`src/rtl/ec_acc_pkg.sv`:
```
// ec_acc_pkg: geometry constants shared across the EC accelerator datapath
// (input buffer, multiplier array, output buffer) plus the output-buffer
// serializer state type.
//   BM_MULT_UNIT_NUM x W packets of PACKET_LENGTH bits form one parity row.
//   OUTBUF_DATA_W is the egress beat width; BEATS beats carry one row.
package ec_acc_pkg;

  localparam int BM_MULT_UNIT_NUM = 4;
  localparam int W                = 8;
  localparam int PACKET_LENGTH    = 8;
  localparam int ROW_W            = BM_MULT_UNIT_NUM * W * PACKET_LENGTH;

  localparam int OUTBUF_DATA_W    = 64;
  localparam int OUTBUF_DEPTH     = 4;
  localparam int BEATS            = ROW_W / OUTBUF_DATA_W;

  typedef enum logic {
    IDLE = 1'b0,
    SEND = 1'b1
  } outbuf_state_t;

  // Width of a counter that must represent 0..depth inclusive.
  function automatic int cnt_width(input int depth);
    return $clog2(depth + 1);
  endfunction

endpackage

```
`src/rtl/output_buffer_if.sv`:
```
// output_buffer_if: controller-side row push/status signals and the egress
// valid/ready beat stream of the output buffer.
//   master : the output buffer itself (drives status and the beat stream)
//   slave  : controller + downstream sink (drive row pushes and ready)
interface output_buffer_if
  import ec_acc_pkg::*;
#(
  parameter int DATA_W = OUTBUF_DATA_W,
  parameter int DEPTH  = OUTBUF_DEPTH
);

  localparam int CNT_W = cnt_width(DEPTH);

  // controller -> buffer
  logic             cntl_outbuf_wr_req;
  logic [ROW_W-1:0] cntl_outbuf_wr_data;
  // buffer -> controller
  logic             outbuf_cntl_full;
  logic             outbuf_cntl_empty;
  logic [CNT_W-1:0] outbuf_cntl_cnt;
  logic             outbuf_cntl_ovf;
  // egress stream
  logic              outbuf_rd_rdy;
  logic              outbuf_dout_val;
  logic [DATA_W-1:0] outbuf_dout;
  logic              outbuf_dout_last;

  modport master (
    input  cntl_outbuf_wr_req, cntl_outbuf_wr_data, outbuf_rd_rdy,
    output outbuf_cntl_full, outbuf_cntl_empty, outbuf_cntl_cnt,
           outbuf_cntl_ovf, outbuf_dout_val, outbuf_dout, outbuf_dout_last
  );

  modport slave (
    output cntl_outbuf_wr_req, cntl_outbuf_wr_data, outbuf_rd_rdy,
    input  outbuf_cntl_full, outbuf_cntl_empty, outbuf_cntl_cnt,
           outbuf_cntl_ovf, outbuf_dout_val, outbuf_dout, outbuf_dout_last
  );

endinterface

```
`src/rtl/outbuf_row_fifo.sv`:
```
// outbuf_row_fifo: register-array FIFO holding whole parity rows.
//   clk, srst      : clock, synchronous active-high reset (flushes the FIFO)
//   push/push_data : write one row; ignored while full
//   pop/pop_data   : pop_data always shows the head row; pop ignored when empty
//   cnt/full/empty : registered occupancy, valid the cycle after push/pop
module outbuf_row_fifo
  import ec_acc_pkg::*;
#(
  parameter int DATA_W = ROW_W,
  parameter int DEPTH  = OUTBUF_DEPTH
) (
  input  logic                        clk,
  input  logic                        srst,
  input  logic                        push,
  input  logic [DATA_W-1:0]           push_data,
  input  logic                        pop,
  output logic [DATA_W-1:0]           pop_data,
  output logic [cnt_width(DEPTH)-1:0] cnt,
  output logic                        full,
  output logic                        empty
);

  localparam int PTR_W = (DEPTH > 1) ? $clog2(DEPTH) : 1;
  localparam int CNT_W = cnt_width(DEPTH);

  logic [DATA_W-1:0] mem_reg [DEPTH];
  logic [PTR_W-1:0]  wr_ptr_reg;
  logic [PTR_W-1:0]  rd_ptr_reg;
  logic [CNT_W-1:0]  cnt_reg;
  logic [CNT_W-1:0]  cnt_next;
  logic              full_reg;
  logic              empty_reg;
  logic              push_ok;
  logic              pop_ok;

  // Acceptance uses the registered flags, so a pop in the same cycle does
  // not make room for a push into a full FIFO.
  assign push_ok  = push & ~full_reg;
  assign pop_ok   = pop & ~empty_reg;
  assign cnt_next = cnt_reg + CNT_W'(push_ok) - CNT_W'(pop_ok);

  always_ff @(posedge clk) begin
    if (push_ok) begin
      mem_reg[wr_ptr_reg] <= push_data;
    end
  end

  // Pointers wrap naturally because DEPTH is a power of two.
  always_ff @(posedge clk) begin
    if (srst) begin
      wr_ptr_reg <= '0;
      rd_ptr_reg <= '0;
      cnt_reg    <= '0;
      full_reg   <= 1'b0;
      empty_reg  <= 1'b1;
    end else begin
      if (push_ok) wr_ptr_reg <= wr_ptr_reg + PTR_W'(1);
      if (pop_ok)  rd_ptr_reg <= rd_ptr_reg + PTR_W'(1);
      cnt_reg   <= cnt_next;
      full_reg  <= (cnt_next == CNT_W'(DEPTH));
      empty_reg <= (cnt_next == '0);
    end
  end

  assign pop_data = mem_reg[rd_ptr_reg];
  assign cnt      = cnt_reg;
  assign full     = full_reg;
  assign empty    = empty_reg;

endmodule

```
`src/rtl/output_buffer.sv`:
```
// output_buffer: egress end of the EC accelerator datapath. Rows pushed by
// the controller are queued in a row FIFO, then serialized LSB-first onto a
// valid/ready beat stream, with last marking the final beat of each row.
//   clk : clock, rising edge
//   rst : synchronous active-high reset; discards any row in flight
//   bus : output_buffer_if.master
//         cntl_outbuf_wr_req/wr_data   row push from the controller
//         outbuf_cntl_full/empty/cnt   registered occupancy (cnt excludes
//                                      the row being serialized)
//         outbuf_cntl_ovf              sticky: push attempted while full
//         outbuf_rd_rdy, outbuf_dout_val/dout/dout_last  beat stream
module output_buffer
  import ec_acc_pkg::*;
#(
  parameter int OUTBUF_DATA_W_P = OUTBUF_DATA_W,
  parameter int OUTBUF_DEPTH_P  = OUTBUF_DEPTH
) (
  input  logic           clk,
  input  logic           rst,
  output_buffer_if.master bus
);

  localparam int BEATS_P = ROW_W / OUTBUF_DATA_W_P;
  localparam int IDX_W   = (BEATS_P > 1) ? $clog2(BEATS_P) : 1;
  localparam int CNT_W   = cnt_width(OUTBUF_DEPTH_P);

  outbuf_state_t    state_reg;
  logic [ROW_W-1:0] shift_reg;
  logic [IDX_W-1:0] beat_idx_reg;
  logic             val_reg;
  logic             ovf_reg;

  logic [ROW_W-1:0] fifo_head;
  logic [CNT_W-1:0] fifo_cnt;
  logic             fifo_full;
  logic             fifo_empty;
  logic             fifo_pop;
  logic             last_beat;
  logic             beat_done;

  assign last_beat = (beat_idx_reg == IDX_W'(BEATS_P - 1));
  assign beat_done = val_reg & bus.outbuf_rd_rdy;

  // Load a row either from IDLE, or on the final handshake of the current
  // row so consecutive rows stream without a bubble.
  assign fifo_pop = ~fifo_empty &
                    ((state_reg == IDLE) | (beat_done & last_beat));

  outbuf_row_fifo #(
    .DATA_W (ROW_W),
    .DEPTH  (OUTBUF_DEPTH_P)
  ) u_row_fifo (
    .clk       (clk),
    .srst      (rst),
    .push      (bus.cntl_outbuf_wr_req),
    .push_data (bus.cntl_outbuf_wr_data),
    .pop       (fifo_pop),
    .pop_data  (fifo_head),
    .cnt       (fifo_cnt),
    .full      (fifo_full),
    .empty     (fifo_empty)
  );

  always_ff @(posedge clk) begin
    if (rst) begin
      state_reg    <= IDLE;
      shift_reg    <= '0;
      beat_idx_reg <= '0;
      val_reg      <= 1'b0;
      ovf_reg      <= 1'b0;
    end else begin
      if (bus.cntl_outbuf_wr_req && fifo_full) begin
        ovf_reg <= 1'b1;
      end

      case (state_reg)
        IDLE: begin
          if (!fifo_empty) begin
            shift_reg    <= fifo_head;
            beat_idx_reg <= '0;
            val_reg      <= 1'b1;
            state_reg    <= SEND;
          end
        end
        SEND: begin
          if (beat_done) begin
            if (last_beat) begin
              beat_idx_reg <= '0;
              if (!fifo_empty) begin
                shift_reg <= fifo_head;
              end else begin
                // Fully shifted out, so this leaves dout at zero while idle.
                shift_reg <= shift_reg >> OUTBUF_DATA_W_P;
                val_reg   <= 1'b0;
                state_reg <= IDLE;
              end
            end else begin
              shift_reg    <= shift_reg >> OUTBUF_DATA_W_P;
              beat_idx_reg <= beat_idx_reg + IDX_W'(1);
            end
          end
        end
        default: begin
          state_reg <= IDLE;
          val_reg   <= 1'b0;
        end
      endcase
    end
  end

  assign bus.outbuf_dout       = shift_reg[OUTBUF_DATA_W_P-1:0];
  assign bus.outbuf_dout_val   = val_reg;
  assign bus.outbuf_dout_last  = val_reg & last_beat;
  assign bus.outbuf_cntl_full  = fifo_full;
  assign bus.outbuf_cntl_empty = fifo_empty & (state_reg == IDLE);
  assign bus.outbuf_cntl_cnt   = fifo_cnt;
  assign bus.outbuf_cntl_ovf   = ovf_reg;

endmodule
```
`src/flat_wrapper.sv`:
```
// flat-port wrapper written by rule: the top's interface ports become plain ports
module output_buffer_flat import ec_acc_pkg::*;
#(
  parameter int OUTBUF_DATA_W_P = OUTBUF_DATA_W,
  parameter int OUTBUF_DEPTH_P  = OUTBUF_DEPTH
)
  (clk, rst, bus_cntl_outbuf_wr_req, bus_cntl_outbuf_wr_data, bus_outbuf_rd_rdy, bus_outbuf_cntl_full, bus_outbuf_cntl_empty, bus_outbuf_cntl_cnt, bus_outbuf_cntl_ovf, bus_outbuf_dout_val, bus_outbuf_dout, bus_outbuf_dout_last);
  output_buffer_if bus_i ();
  input  logic clk;
  input  logic rst;
  input wire logic [$bits(bus_i.cntl_outbuf_wr_req)-1:0] bus_cntl_outbuf_wr_req;
  input wire logic [$bits(bus_i.cntl_outbuf_wr_data)-1:0] bus_cntl_outbuf_wr_data;
  input wire logic [$bits(bus_i.outbuf_rd_rdy)-1:0] bus_outbuf_rd_rdy;
  output wire logic [$bits(bus_i.outbuf_cntl_full)-1:0] bus_outbuf_cntl_full;
  output wire logic [$bits(bus_i.outbuf_cntl_empty)-1:0] bus_outbuf_cntl_empty;
  output wire logic [$bits(bus_i.outbuf_cntl_cnt)-1:0] bus_outbuf_cntl_cnt;
  output wire logic [$bits(bus_i.outbuf_cntl_ovf)-1:0] bus_outbuf_cntl_ovf;
  output wire logic [$bits(bus_i.outbuf_dout_val)-1:0] bus_outbuf_dout_val;
  output wire logic [$bits(bus_i.outbuf_dout)-1:0] bus_outbuf_dout;
  output wire logic [$bits(bus_i.outbuf_dout_last)-1:0] bus_outbuf_dout_last;
  assign bus_i.cntl_outbuf_wr_req = bus_cntl_outbuf_wr_req;
  assign bus_i.cntl_outbuf_wr_data = bus_cntl_outbuf_wr_data;
  assign bus_i.outbuf_rd_rdy = bus_outbuf_rd_rdy;
  assign bus_outbuf_cntl_full = bus_i.outbuf_cntl_full;
  assign bus_outbuf_cntl_empty = bus_i.outbuf_cntl_empty;
  assign bus_outbuf_cntl_cnt = bus_i.outbuf_cntl_cnt;
  assign bus_outbuf_cntl_ovf = bus_i.outbuf_cntl_ovf;
  assign bus_outbuf_dout_val = bus_i.outbuf_dout_val;
  assign bus_outbuf_dout = bus_i.outbuf_dout;
  assign bus_outbuf_dout_last = bus_i.outbuf_dout_last;
  output_buffer #(.OUTBUF_DATA_W_P(OUTBUF_DATA_W_P), .OUTBUF_DEPTH_P(OUTBUF_DEPTH_P)) u_core (.clk(clk), .rst(rst), .bus(bus_i));
endmodule
```
`config.mk`:
```
export PLATFORM = sky130hd
export DESIGN_NAME = output_buffer_flat
export DESIGN_NICKNAME = d
export VERILOG_FILES = /design/src/rtl/ec_acc_pkg.sv /design/src/rtl/output_buffer_if.sv /design/src/rtl/outbuf_row_fifo.sv /design/src/rtl/output_buffer.sv /design/src/flat_wrapper.sv
export SDC_FILE = /design/constraint.sdc
export NUM_CORES = 1
export LEC_CHECK = 0
export CORE_ASPECT_RATIO = 0.8
export CORE_UTILIZATION = 53
export DETAILED_ROUTE_END_ITERATION = 10
export PLACE_DENSITY = 0.76
export SLEW_MARGIN = 20
export SYNTH_ARGS = -nofsm -noshare
export SYNTH_HDL_FRONTEND = slang
export SYNTH_HIERARCHICAL = 1
export SYNTH_SLANG_ARGS = --single-unit
```
`constraint.sdc`:
```
create_clock -name clk -period 7.89 [get_ports clk]
set_input_delay 1.578 -clock clk [delete_from_list [all_inputs] [get_ports clk]]
set_output_delay 1.578 -clock clk [all_outputs]
set_load 0.02 [all_outputs]
```
==> impl_metrics.py <==
metrics = {
    "run_status": {
        "status": "finished, final reports clean",
    },
    "worst_setup_path": {
        "worstSetupStartpointType": "input port",
        "cp.depth": 5,
        "cp_max_fo": 125,
        "cp-end-kind": "register",
        "crit_buf_inv": 2,
        "required_ns": 8.39,
        "r2r_end": "u_core/shift_reg[95]",
        "slowest_stage": "nand2_4",
        "crit_family": "simple AND/OR/NAND/NOR gates",
        "reg2reg_slack_ns": 3.98,
        "slowest_delay_ns": 1.07,
        "r2r_cells": 4,
        "worstSetupPathType": "in -> reg",
        "setup.worst_path.end": "u_core/shift_reg[95]",
        "arrival_ns": 4.94,
        "cp_cell_sequence": "clkdlybuf4s50_1 > nand3_4 > nand2_4 > buf_12 > a311oi_1",
        "r2r-start": "u_core/state_reg",
        "cp-startpoint": "bus_outbuf_rd_rdy",
    },
    "finish": {
        "final_nets": 3333,
        "syn_to_final_growth_pct": 14.7,
        "n_fill_cell": 6418,
        "final_util_pct": 61.7,
        "multi_input_area_um2": 12000,
        "final_cell_mix": "1,024 x edfxtp_1, 330 x clkdlybuf4s50_1, 269 x dfxtp_1",
        "regArea_um2": 36200,
        "final_common_cell": "edfxtp_1",
        "largest_register_ffs": 1024,
        "drive_above_1_share_pct": 15.7,
        "instances_no_fill": 4415,
    },
    "clock_tree": {
        "cts_tree": "done",
        "cts_resized": 0,
        "cts.sinks": 1296,
        "cts_setup_buffers": 0,
        "cts_root_buffer": "clkbuf_16",
        "hold_buffers": 0,
        "htree_levels": 3,
        "cts_made_buffers": 120,
        "clk_path_buf_depth": 3,
        "path_clk_slew_ns": 0.06,
        "clk_latency_ns": 0.71,
    },
    "sta": {
        "slew_viol_final": 0,
        "rsz0062_at_grt": "no",
        "relSlewSlack_pct": 7.96,
        "finClkSkew_ns": 0.0386,
        "tns_ns": 0,
        "hold_violations": 0,
        "max_freq_ghz": 0.225,
        "worst_pin_slew_ns": 1.38,
        "min_period_over_period_pct": 56.3,
        "finalSetupViolCount": 0,
        "whs_ns": 0.467,
        "fin_crit_ns": 4.44,
    },
    "drt": {
        "drt_pre_antenna_iters": 5,
        "ant_nets": 0,
        "wl_mm": 124,
        "vias_per_cell": 6.57,
        "drt_iter0_markers": 3451,
        "vias": 28985,
        "drc": 0,
        "post_drt_wl_per_cell_um": 28.0,
    },
    "floorplanning": {
        "rows": 100,
        "num_io_pins": 332,
        "coreArea_um2": 93500,
        "start_util_pct": 53.8,
        "die_y_um": 277,
        "die_w_um": 346,
        "die_area_um2": 96100,
    },
    "yosys": {
        "ys_seq_area_share_pct": 72.0,
        "ys_warn_count": 6,
        "syn-instance-count": 2919,
        "ys_ff_latch": 1296,
        "synth_area_per_cell_um2": 17.2,
        "ys.flop_type": "edfxtp_1",
        "synth_cell_type_count": 37,
        "synthArstFlopShare_pct": 0,
        "synthesis.area_um2": 50300,
        "syn_nets": 3188,
        "synth_edf_count": 1024,
    },
    "power": {
        "clkPwrFrac_pct": 29.9,
        "p_sw_mw": 5.78,
        "power_density_nw_per_um2": 345,
        "p_sw_share_pct": 29.0,
        "ir_drop_mv": 0.256,
        "p_int_mw": 14.1,
        "p_seq_share_pct": 47.0,
        "power_mw": 19.9,
        "p_leak_nw": 17.5,
        "power_frac_comb_pct": 23.1,
    },
    "global_routing": {
        "track_usage_pct": 25.3,
        "grt_antenna_before_repair": 39,
        "grt_max_degree": 213,
        "grt_overflow": 0,
        "grt_pass1_wl_mm": 183,
        "first_global_vias": 28398,
    },
    "hold_path": {
        "hold_class": "reg -> reg",
    },
    "place": {
        "hpwl_mm": 69.6,
        "gp_congestion": 0.806,
        "numPlacedInstances": 4165,
        "numPortBuffers": 331,
    },
    "flow_run": {
        "cap_viol_max_count": 0,
    },
}
## tightest hold or removal path, stage by stage, from the launching register on
cell and delay (ns):
dfxtp_1 0.31, nand3_1 0.06, a21oi_1 0.05
## area by class of cell
cell class | instances | share of cell area [%]
Sequential cell | 1296 | 62.8
Multi-Input combinational cell | 1272 | 20.8
Timing Repair Buffer | 366 | 6.46
Clock buffer | 172 | 5.99
Tap cell | 1224 | 2.66
Clock inverter | 57 | 1.16
Antenna cell | 20 | 0.0868
Inverter | 8 | 0.0651
## cell usage after synthesis (3+ instances only)
library cell	count	area [µm²]
nor2b_1	3	18.8
and2_1	5	31.3
ha_1	8	100
buf_2	120	601
mux4_2	256	5770
o21ai_0	192	961
edfxtp_1	1024	30700
inv_1	7	26.3
a311oi_1	192	1680
buf_1	5	18.8
buf_12	22	440
a21oi_1	68	340
clkbuf_1	124	465
buf_8	5	75.1
o2111ai_1	64	561
nor3_1	192	961
xnor2_1	3	26.3
nor2_1	13	48.8
buf_4	66	495
nand3_1	260	1300
dfxtp_1	272	5450
## per-stage QoR
stage               area [µm²]  setup slack, ns
detailed placement       53500             2.87
floorplan                50300             2.35
finish                   57700             3.45
global route             57600             3.37
CTS                      57600             3.59
global placement         53500             2.98
## how the worst min path moves through the flow
stage                                    start                    endpoint  cells past startpoint
global placement    u_core/bus.outbuf_cntl_ovf  u_core/bus.outbuf_cntl_ovf                      2
CTS                      u_core/shift_reg[248]       u_core/shift_reg[248]                      2
floorplan                u_core/shift_reg[192]       u_core/shift_reg[192]                      2
detailed placement       u_core/shift_reg[229]       u_core/shift_reg[229]                      2
global route             u_core/shift_reg[223]       u_core/shift_reg[223]                      2
finish                   u_core/shift_reg[248]       u_core/shift_reg[248]                      2
## routing by layer
metal	part of all wire (%)	GRT usage, %	routed length (µm)	up-vias
met5	0.24	0	292	-
met4	1.7	6.46	2160	44
met3	12	7.46	15100	193
met2	45	36.6	56000	1695
met1	40	37.7	50000	14817
li1	-	-	-	12236
## power by group through the flow
stage / combinational [mW] / sequential [mW] / clock, mW
after detailed placement: 4.56 / 9.47 / 0
after CTS: 4.59 / 9.34 / 6.03
final: 4.60 / 9.35 / 5.95
after global placement: 4.45 / 9.38 / 0
after global routing: 4.91 / 9.45 / 6.28
after floorplan: 3.51 / 9.29 / 0
## cells by family after synthesis
group,Yosys count,share of synthesized area (%)
multiplexers,257,11.5
XOR/XNOR,5,0.0871
AO/OA/AOI/OAI,521,7.13
adder cells (fa/ha/maj),9,0.239
AND/OR/NAND/NOR,480,4.78
flip-flops,1296,72.0
buffers and inverters,351,4.25
Note: power is estimated with default switching activity, not from simulation.
